`config.mk`:
```
export PLATFORM = sky130hd
export DESIGN_NAME = pwm_decoder
export DESIGN_NICKNAME = d
export VERILOG_FILES = /design/src/rtl/pwm_decoder.sv
export SDC_FILE = /design/constraint.sdc
export NUM_CORES = 1
export LEC_CHECK = 0
export ABC_AREA = 1
export BUFFER_PORTS_ARGS = -buffer_cell sky130_fd_sc_hd__clkbuf_2
export CAP_MARGIN = 5
export CELL_PAD_IN_SITES_DETAIL_PLACEMENT = 0
export CELL_PAD_IN_SITES_GLOBAL_PLACEMENT = 1
export CORE_MARGIN = 2
export CORE_UTILIZATION = 47
export CTS_CLUSTER_DIAMETER = 200
export DETAILED_ROUTE_END_ITERATION = 10
export PLACE_DENSITY_LB_ADDON = 0.1
export SLEW_MARGIN = 25
export SYNTH_ARGS = -nofsm -noshare
export SYNTH_HDL_FRONTEND = slang
export SYNTH_SLANG_ARGS = --single-unit
```
`constraint.sdc`:
```
create_clock -name clk -period 4.95 [get_ports clk]
set_input_delay 0.495 -clock clk [delete_from_list [all_inputs] [get_ports clk]]
set_output_delay 0.495 -clock clk [all_outputs]
set_load 0.05 [all_outputs]
```
`src/rtl/pwm_decoder.sv`:
```
// PWM input measurement: high time and rising-to-rising period in clk cycles,
// with a one-cycle valid per completed period and a loss-of-signal flag.
module pwm_decoder #(
  parameter int CNT_W   = 32,
  parameter int TIMEOUT = 2500000,
  parameter int MIN_W   = 100000,
  parameter int MAX_W   = 200000
) (
  input  logic             clk,
  input  logic             reset_n,
  input  logic             en,
  input  logic             pwm_in,
  output logic [CNT_W-1:0] high_count,
  output logic [CNT_W-1:0] period_count,
  output logic             valid,
  output logic             in_range,
  output logic             timeout
);

  localparam logic [CNT_W-1:0] TMO  = CNT_W'(TIMEOUT);
  localparam logic [CNT_W-1:0] LO_W = CNT_W'(MIN_W);
  localparam logic [CNT_W-1:0] HI_W = CNT_W'(MAX_W);
  localparam logic [CNT_W-1:0] ONE  = CNT_W'(1);

  typedef enum logic [1:0] {IDLE, HIGH, LOW} state_t;

  state_t           state, state_d;
  logic             s1, s2, s3;
  logic             rise, fall;
  logic [CNT_W-1:0] hcnt, pcnt, hcnt_d, pcnt_d;
  logic             latch, tmo_set, tmo_clr;

  // Counters stop at the timeout value so they can never wrap.
  function automatic logic [CNT_W-1:0] sat_inc(input logic [CNT_W-1:0] v,
                                               input logic inc);
    if (inc && (v < TMO))
      return v + ONE;
    return v;
  endfunction

  function automatic logic in_window(input logic [CNT_W-1:0] v);
    return (v >= LO_W) && (v <= HI_W);
  endfunction

  // Stage: synchronizer (s1,s2) and edge-detect delay (s3)
  always_ff @(posedge clk or negedge reset_n) begin
    if (!reset_n) begin
      s1 <= 1'b0;
      s2 <= 1'b0;
      s3 <= 1'b0;
    end else begin
      s1 <= pwm_in;
      s2 <= s1;
      s3 <= s2;
    end
  end

  assign rise = s2 & ~s3;
  assign fall = ~s2 & s3;

  always_comb begin
    state_d = state;
    hcnt_d  = hcnt;
    pcnt_d  = pcnt;
    latch   = 1'b0;
    tmo_set = 1'b0;
    tmo_clr = 1'b0;
    if (!en) begin
      state_d = IDLE;
      hcnt_d  = '0;
      pcnt_d  = '0;
    end else begin
      case (state)
        IDLE: begin
          hcnt_d = '0;
          pcnt_d = '0;
          if (rise) begin
            hcnt_d  = ONE;
            pcnt_d  = ONE;
            tmo_clr = 1'b1;
            state_d = HIGH;
          end
        end
        HIGH: begin
          if (pcnt >= TMO) begin
            tmo_set = 1'b1;
            hcnt_d  = '0;
            pcnt_d  = '0;
            state_d = IDLE;
          end else begin
            hcnt_d = sat_inc(hcnt, s2);
            pcnt_d = sat_inc(pcnt, 1'b1);
            if (fall)
              state_d = LOW;
          end
        end
        LOW: begin
          // A rise in the same cycle as saturation still yields a result.
          if (rise) begin
            latch   = 1'b1;
            hcnt_d  = ONE;
            pcnt_d  = ONE;
            state_d = HIGH;
          end else if (pcnt >= TMO) begin
            tmo_set = 1'b1;
            hcnt_d  = '0;
            pcnt_d  = '0;
            state_d = IDLE;
          end else begin
            pcnt_d = sat_inc(pcnt, 1'b1);
          end
        end
        default: begin
          state_d = IDLE;
          hcnt_d  = '0;
          pcnt_d  = '0;
        end
      endcase
    end
  end

  // Stage: measurement state and counters
  always_ff @(posedge clk or negedge reset_n) begin
    if (!reset_n) begin
      state <= IDLE;
      hcnt  <= '0;
      pcnt  <= '0;
    end else begin
      state <= state_d;
      hcnt  <= hcnt_d;
      pcnt  <= pcnt_d;
    end
  end

  // Stage: result snapshot, held until the next completed period
  always_ff @(posedge clk or negedge reset_n) begin
    if (!reset_n) begin
      high_count   <= '0;
      period_count <= '0;
      in_range     <= 1'b0;
      valid        <= 1'b0;
      timeout      <= 1'b0;
    end else begin
      valid <= latch;
      if (latch) begin
        high_count   <= hcnt;
        period_count <= pcnt;
        in_range     <= in_window(hcnt);
      end
      if (tmo_set)
        timeout <= 1'b1;
      else if (tmo_clr)
        timeout <= 1'b0;
    end
  end

endmodule

```
# After elaboration in Yosys (flattened, before gate mapping)
# Index checks and enable logic that the tools add are counted.
word_totals:
  regBits: 136
  input_bits: 4
  output_inout_bits: 67
  word_cells: 82
op_classes:
  addsub: 2
  order_cmp: 5
  n_eq_ne: 8
  n_mux: 45
  n_bitwise: 4
  n_reduce_logical: 7
ops:
  columns: ["op", "count"]
  rows:
  - ["32-bit two-way mux", 13]
  - ["32-bit case mux with 3 select lines", 2]
  - ["32-bit by 1-bit adder with 32-bit output, second input constant", 2]
  - ["32-bit by 22-bit < comparator with 1-bit output, second input constant", 2]
  - ["32-bit by 17-bit greater-or-equal comparator with 1-bit output, second input constant", 1]
  - ["32-bit by 22-bit greater-or-equal comparator with 1-bit output, second input constant", 1]
  - ["32-bit by 18-bit less-or-equal comparator with 1-bit output, second input constant", 1]
  - ["1-bit two-way mux", 22]
  - ["4-bit inequality test, second input constant", 4]
  - ["2-bit two-way mux", 6]
  - ["2-bit case mux with 3 select lines", 1]
  - ["5-bit inequality test, second input constant", 1]
  - ["2-bit AND reduction", 2]
  - ["3-bit inequality test, second input constant", 1]
  - ["3-bit AND reduction", 1]
  - ["1-bit bitwise AND", 2]
  - ["2-bit by 1-bit == test with 1-bit output, second input constant", 1]
  - ["2-bit == test, second input constant", 1]
  - ["1-bit logical AND", 2]
  - ["2-bit logical NOT", 1]
  - ["1-bit inverter", 2]
  - ["1-bit case mux with 2 select lines", 1]
  - ["2-bit nonzero test", 1]

# Longest topological paths before layout
# Gate-level depths: netlist (run 1).
depth:
  depth_word: 11
  mapped_depth: 16
  mapped_depth_nobuf: 15

# Least setup slack after synthesis (run 1)
# No wires, ideal clock.
synth_path:
  path_kind: "register -> register"
  startpoint: "register state[0]"
  endpoint: "register hcnt[4]"
  setup_ps: 117
  t_arrival_ps: 1574
  required_time_ps: 4833
  setup_slack_ps: 3259
  path_stages_with_launch: 15
  path_buffers: 1
  synth_period_minus_slack_ps: 1691
  cell_sequence: "dfrtp_1 > inv_1 > ha_1 > inv_1 > nor2_1 > inv_1 > nand3_1 > nor2_1 > nand2_1 > nand2_1 > nor2_2 > buf_4 > nor2_1 > nor2_1 > nor2_1"
synth_between:
  elab_chain_len: 3
  elab_cells_between_ends: 8
  cone_classes: "eq/ne: 4; mux: 2; reduce/logical: 2"
synth_rtl:
  columns: ["item", "line", "text"]
  rows:
  - ["start, declared", "27", "state_t state, state_d;"]
  - ["start signal, assigned", "129", "state <= state_d;"]
  - ["2-bit == test, or another cell as far along", "73", "case (state)"]
  - ["32-bit case mux with 3 select lines / 4-bit inequality test (equally long branches)", null, null]
  - ["32-bit two-way mux / 2-bit AND reduction (equally long branches)", null, null]
  - ["end signal, assigned", "130", "hcnt <= hcnt_d;"]
  - ["end, declared", "30", "logic [CNT_W-1:0] hcnt, pcnt, hcnt_d, pcnt_d;"]
# Several ways; a longest one is shown, not always the timed one.
# A chain may end at the register's enable or synchronous reset.

# Worst setup path after layout (run 1)
layout_path:
  startpoint: "register state[0]"
  endpoint: "register high_count[11]"
layout_between:
  elab_chain_len: 3
layout_rtl:
  columns: ["item", "line", "text"]
  rows:
  - ["2-bit == test", "73", null]
  - ["1-bit two-way mux", "73", null]
  - ["1-bit two-way mux", "68", "if (!en) begin"]
  - ["end signal, assigned", "146", "high_count <= hcnt;"]
  - ["end, declared", "13", "output logic [CNT_W-1:0] high_count,"]
# No other way between the ends.

==> flow_metrics.env, run 1 <==
export IMPL_h_tree_depth=4
export IMPL_cp_start_kind="flop"
export IMPL_ys_seq_area_frac=0.5238
export IMPL_insertedDiodeCount=0
export IMPL_fin_setup_tns_ps=0
export IMPL_root_buffer="clkbuf_16"
export IMPL_synth_area_leader_cell="dfrtp_1"
export IMPL_slew_viol_final=0
export IMPL_cts_tree="done"
export IMPL_cp_top_family="buffers and inverters"
export IMPL_clock_latency_ps=420
export IMPL_start_util=0.4868
export IMPL_design_area_um2=7577
export IMPL_syn_area_um2=6497
export IMPL_slew_limit_headroom=0.4269
export IMPL_post_cts_setup_buffer_count=0
export IMPL_gp_congestion=0.8655
export IMPL_track_usage=0.2077
export IMPL_crit_arrival_ps=3440
export IMPL_antenna_found_initial=0
export IMPL_critPathRequiredTime_ps=5220
export IMPL_yosys_area_share_xor_xnor=0.01213
export IMPL_ys_warn_count=0
export IMPL_net_switching_power_w=0.0006475
export IMPL_utilization=0.5677
export IMPL_die_x_um=121.6
export IMPL_cts_buffer_depth=2
export IMPL_hpwl_um=10030
export IMPL_numCtsBuffers=17
export IMPL_place_area_um2=6998
export IMPL_synth_commonest_cells="nand2_1, dfrtp_1, inv_1, nor2_1, o21ai_0"
export IMPL_cts_reportedPaths_clkPinSlew_ps=60
export IMPL_slowest_stage="clkinv_2"
export IMPL_grt_max_degree=94
export IMPL_synthSimpleGateAreaFrac=0.2827
export IMPL_synthAdderAreaFrac=0.01348
export IMPL_synthArstFlopShare=1.000
export IMPL_p_seq_frac=0.450
export IMPL_avgSynthCellArea_um2=8.061
export IMPL_synth_edff_count=0
export IMPL_crit_top_cell="inv_1"
export IMPL_r2r_slack_ps=1770
export IMPL_hold_buffers=0
export IMPL_worstMarginPinSlew_ps=859.6
export IMPL_peakVddDrop_v=0.0002191
export IMPL_routed_wl_um=14290
export IMPL_max_freq_mhz=315.0
export IMPL_regToRegStartpoint="state[0]"
export IMPL_antenna_left=0
export IMPL_finalSetupViolCount=0
export IMPL_dp_cells=1040
export IMPL_via_per_inst=4.953
export IMPL_synth_most_common_cell="nand2_1"
export IMPL_worstSetupPathType="reg2reg"
export IMPL_p_per_area_nw_per_um2=343.7
export IMPL_via_count=5310
export IMPL_synthTopCellsByArea="dfrtp_1, nand2_1, o21ai_0, inv_1, nor2_1"
export IMPL_period_minus_slack_ps=3175
export IMPL_p_leak_nw=3.623
export IMPL_core_area_um2=13350
export IMPL_ioPinCount=71
export IMPL_die_h_um=121.6
export IMPL_rows=42
export IMPL_ys_seq_elements=136
export IMPL_synth_distinct_cells=31
export IMPL_path_buf_inv=5
export IMPL_grt_pass1_wl_um=24080
export IMPL_fin_crit_sh=0.6414
export IMPL_path_cells="inv_1 -> ha_1 -> inv_1 -> nor2_1 -> inv_1 -> nor2_1 -> clkinv_2 -> buf_4 -> nand2_1 -> o21ai_0"
export IMPL_syn2layout_area_growth_pct=16.62
export IMPL_drt_iter0_markers=352
export IMPL_finClkSkew_ps=6.109
export IMPL_rr_worst_depth=10
export IMPL_crit_fanout=73
export IMPL_cpPeakStageDelay_ps=690
export IMPL_cts_resized=0
export IMPL_yosys_area_top_type_share=0.5238
export IMPL_die_area_um2=14780
export IMPL_p_int_w=0.001957
export IMPL_synth_compound_area_frac=0.08550
export IMPL_r2r_end="high_count[11]"
export IMPL_hold_viol_final=0
export IMPL_port_buffers=70
export IMPL_grt_pass1_vias=5095
export IMPL_endpoint_kind="flop"
export IMPL_pwr_share_clk=0.467
export IMPL_cap_violations=0
export IMPL_drcViolationCount=0
export IMPL_nets=894
export IMPL_drive_above_1_share=0.1763
export IMPL_netlist_instances=806
export IMPL_cts_sinks=136
export IMPL_rsz0062_at_grt="no"
export IMPL_muxShareOfSynthArea=0
export IMPL_ys_flop_type="dfrtp_1"
export IMPL_pwr_share_comb=0.083
export IMPL_gr_total_overflow=0
export IMPL_synth_top_family_by_area="simple AND/OR/NAND/NOR gates"
export IMPL_final_cells=1072
export IMPL_hp_class="in2async"
export IMPL_status="complete, no violations"
export IMPL_swShare=0.2486
export IMPL_post_drt_wl_per_cell_um=13.33
export IMPL_first_pass_iters=6
[flip-flops by register name (all words and copies together), names as in the netlist]
register and count:
valid 1, hcnt 32, s2 1, high_count 32, timeout 1, pcnt 32
s1 1, s3 1, period_count 32, state 2, in_range 1
[cell type report]
type                            count  area, um2
Clock inverter                      8      67.56
Clock buffer                       24      511.7
Timing Repair Buffer               72      371.6
Inverter                          108      406.6
Multi-Input combinational cell    548       2596
Sequential cell                   136       3403
Fill cell                        1306       5771
Tap cell                          176      220.2
[per-stage QoR]
| step | setup WS [ps] | total power [W] | hold WS [ps] |
|---|---|---|---|
| 5_1_grt | 1369 | 0.002709 | 176.0 |
| 4_1_cts | 1718 | 0.002631 | 167.8 |
| 2_1_floorplan | 3259 | 0.001338 | 199.4 |
| 6_report | 1775 | 0.002604 | 153.8 |
| 3_5_place_dp | 1776 | 0.001410 | 388.4 |
| 3_3_place_gp | 1929 | 0.001405 | 383.0 |
[cell families after synthesis]
family,after synthesis
adder cells (fa/ha/maj),7
flip-flops,136
other,1
XOR/XNOR,9
AO/OA/AOI/OAI,106
buffers and inverters,131
AND/OR/NAND/NOR,416
[worst max-delay path by stage]
| stage | cells past startpoint | to | start |
|---|---|---|---|
| floorplan | 14 | hcnt[4] | state[0] |
| global placement | 10 | high_count[11] | state[0] |
| detailed placement | 10 | high_count[6] | state[0] |
| CTS | 10 | high_count[1] | state[0] |
| global route | 10 | high_count[2] | state[0] |
| finish | 10 | high_count[11] | state[0] |
[cells in the final DEF (no fill, tap or decap), drive strengths merged]
| cell | n |
|---|---|
| and3 | 1 |
| o211ai | 1 |
| nand3b | 1 |
| or2 | 1 |
| bufinv | 1 |
| ha | 7 |
| clkinvlp | 1 |
| nor3 | 30 |
| conb | 10 |
| xnor2 | 1 |
| o21ai | 73 |
| nor2 | 108 |
| inv | 107 |
| nand2 | 222 |
| clkinv | 7 |
| nand3 | 36 |
| a21oi | 32 |
| buf | 3 |
| dfrtp | 136 |
| nor4 | 6 |
| clkbuf | 93 |
| nand4 | 11 |
| xor2 | 8 |
[per-layer routing]
layer	share of wire	vias to the layer above	routed length [um]	global-route usage
met4	0.013	0	184	0.06537
met3	0.043	17	614	0.05150
li1	-	2691	-	-
met1	0.46	2486	6570	0.2724
met2	0.48	116	6922	0.3416
met5	0	-	0	0
[worst reg2reg max path, delay by kind of cell (launching register included)]
kind	cells	cell delay [ps]
buffers and inverters	5	1430
and+or+nand+nor	3	910
DFF	1	410
adders and majority gates	1	190
AOI/OAI and AO/OA	1	90
[power by group through the flow]
stage	Sequential, W	Clock [W]	Combinational (W)
after floorplan	0.00130	0	0.0000429
after global placement	0.00119	0	0.000215
after detailed placement	0.00119	0	0.000217
after CTS	0.00117	0.00124	0.000218
after global routing	0.00118	0.00130	0.000236
final	0.00117	0.00122	0.000215
Note: power is estimated with default switching activity, not from simulation.
==> run 2: changes to the inputs <==
--- a/config.mk
+++ b/config.mk
@@ -11,7 +11,7 @@
 export CELL_PAD_IN_SITES_DETAIL_PLACEMENT = 0
 export CELL_PAD_IN_SITES_GLOBAL_PLACEMENT = 1
 export CORE_MARGIN = 2
-export CORE_UTILIZATION = 47
+export CORE_UTILIZATION = 40
 export CTS_CLUSTER_DIAMETER = 200
 export DETAILED_ROUTE_END_ITERATION = 10
 export PLACE_DENSITY_LB_ADDON = 0.1
==> constraint.sdc (replaced) <==
create_clock -name clk -period 2.9 [get_ports clk]
set_input_delay 0.29 -clock clk [delete_from_list [all_inputs] [get_ports clk]]
set_output_delay 0.29 -clock clk [all_outputs]
set_load 0.05 [all_outputs]
==> run 2 against run 1 <==
Effect of this change:
- sequential share of layout area down 1.1 points
- global-route usage fell by 2.2 points
- non-clock buffer count up 7
- via count shrank 1.1%
- sequential cell count did not move
- power rose by 80%
- die area up 17%
==> flow_metrics.env, run 2 (synthesis gave the netlist of run 1 again) <==
export IMPL_status="complete, no violations"
export IMPL_clock_latency_ps=420
export IMPL_cts_sinks=136
export IMPL_antenna_found_initial=0
export IMPL_die_area_um2=17280
export IMPL_antenna_left=0
export IMPL_endpoint_kind="flop"
export IMPL_core_area_um2=15890
export IMPL_layout_commonest_cell="nand2_1"
export IMPL_rsz0062_at_grt="no"
export IMPL_slew_limit_headroom=0.5988
export IMPL_ioPinCount=71
export IMPL_grt_max_degree=48
export IMPL_cts_buffer_depth=2
export IMPL_pwr_share_clk=0.493
export IMPL_first_pass_iters=4
export IMPL_routed_wl_um=14970
export IMPL_grt_pass1_vias=5226
export IMPL_track_usage=0.1856
export IMPL_layout_common_cells="nand2_1, dfrtp_1, nor2_1"
export IMPL_period_minus_slack_ps=2208
export IMPL_numCtsBuffers=17
export IMPL_path_cells="inv_1 -> ha_1 -> inv_1 -> nor2_1 -> inv_1 -> nand3_1 -> nor2_1 -> nand2_1 -> nand3_2 -> nand2_2 -> inv_2 -> a21oi_1"
export IMPL_h_tree_depth=4
export IMPL_setup_slack_ps=691.5
export IMPL_hp_class="in2reg"
export IMPL_nets=901
export IMPL_critPathRequiredTime_ps=3240
export IMPL_cts_reportedPaths_clkPinSlew_ps=60
export IMPL_finalSetupViolCount=0
export IMPL_cts_tree="done"
export IMPL_gr_total_overflow=0
export IMPL_insertedDiodeCount=0
export IMPL_swShare=0.2475
export IMPL_cap_violations=0
export IMPL_peakVddDrop_v=0.0003961
export IMPL_gp_congestion=0.8532
export IMPL_slowest_stage="dfrtp_1"
export IMPL_via_per_inst=4.693
export IMPL_rows=46
export IMPL_worstMarginPinSlew_ps=601.1
export IMPL_via_count=5252
export IMPL_finClkSkew_ps=8.843
export IMPL_drt_iter0_markers=310
export IMPL_crit_top_cell="inv_1"
export IMPL_grt_pass1_wl_um=25920
export IMPL_slew_viol_final=0
export IMPL_cts_resized=0
export IMPL_post_drt_wl_per_cell_um=13.38
export IMPL_p_per_area_nw_per_um2=602.9
export IMPL_drcViolationCount=0
export IMPL_p_leak_nw=3.680
export IMPL_fin_crit_sh=0.7615
export IMPL_net_switching_power_w=0.001158
export IMPL_die_x_um=131.5
export IMPL_power_w=0.004679
export IMPL_worstSetupPathType="reg2reg"
export IMPL_die_h_um=131.5
export IMPL_start_util=0.4090
export IMPL_max_freq_mhz=452.8
export IMPL_fill_cells=1616
export IMPL_p_int_w=0.003521
export IMPL_pwr_share_comb=0.080
export IMPL_root_buffer="clkbuf_16"
export IMPL_cp_start_kind="flop"
export IMPL_port_buffers=70
export IMPL_fin_setup_tns_ps=0
export IMPL_place_ws_ps=672.0
export IMPL_crit_fanout=13
export IMPL_p_seq_frac=0.427
export IMPL_drive_above_1_share=0.1805
export IMPL_post_cts_setup_buffer_count=0
export IMPL_cp_top_family="simple AND/OR/NAND/NOR gates"
export IMPL_hold_viol_final=0
export IMPL_hpwl_um=10930
export IMPL_path_buf_inv=4
export IMPL_syn2layout_area_growth_pct=19.43
export IMPL_cpPeakStageDelay_ps=410
export IMPL_crit_arrival_ps=2550
[run 2: cell count changes in the layout (fill, tap and decap cells not counted), sizes merged]
cell | previous run | this run
buf | 3 | 8
clkbuf | 93 | 89
bufinv | 1 | 4
dlygate4sd3 | 0 | 2
clkinv | 7 | 6
clkinvlp | 1 | 2
inv | 107 | 108
[run 2: tightest hold or removal path, delay by kind of cell]
kind,cells,cell delay (ps)
and+or+nand+nor,1,90
buffers and inverters,1,130
AOI/OAI and AO/OA,1,80
[run 2: area by class of cell]
cell class	instances	area (um2)	share of cell area
clock buffers	20	456.7	0.05885
clock inverters	12	172.7	0.02225
inverters	108	406.6	0.05240
multi-input cells	548	2596	0.3346
flip-flops and latches	136	3403	0.4386
well taps	216	270.3	0.03483
repair buffers	79	454.2	0.05853
[run 2: power groups by stage]
| stage | combinational (W) | clock [W] | sequential [W] |
|---|---|---|---|
| floorplan | 0.0000733 | 0 | 0.00221 |
| global placement | 0.000375 | 0 | 0.00203 |
| detailed placement | 0.000377 | 0 | 0.00203 |
| CTS | 0.000380 | 0.00235 | 0.00200 |
| global route | 0.000407 | 0.00246 | 0.00201 |
| finish | 0.000373 | 0.00231 | 0.00200 |
[run 2: path summary, 6_finish.rpt]
kind / startpoint / end / slack, ps / depth (start not counted)
max: state[0] / hcnt[16] / 690 / 12
max reg2reg: state[0] / hcnt[16] / 690 / 12
min reg2reg: s1 / s2 / 370 / 0
min: en / timeout / 210 / 3
max in group asynchronous: reset_n / high_count[12] / 1850 / 3
min in group asynchronous: reset_n / period_count[24] / 370 / 2
[run 2: stage by stage]
stage | cells | cell area, um2 | hold slack (ps) | utilization
floorplan | 815 | 6531 | -5.591 | -
global placement | 1085 | 7111 | 242.3 | 0.4476
detailed placement | 1085 | 7111 | 248.2 | 0.4476
CTS | 1119 | 7760 | 199.5 | 0.4885
global route | 1119 | 7760 | 212.4 | 0.4885
finish | 1119 | 7760 | 214.9 | 0.4885
[run 2: layer usage]
| layer | global-route usage | part of all wire | vias to the layer above |
|---|---|---|---|
| li1 | - | - | 2694 |
| met1 | 0.2494 | 0.48 | 2459 |
| met2 | 0.2973 | 0.48 | 81 |
| met3 | 0.04475 | 0.028 | 18 |
| met4 | 0.05857 | 0.013 | 0 |
| met5 | 0 | 0 | - |
[run 2: repair_timing]
action,in CTS,in global routing
setup endpoints to repair,0,0
hold endpoints to repair,44,0
hold buffers,2,0
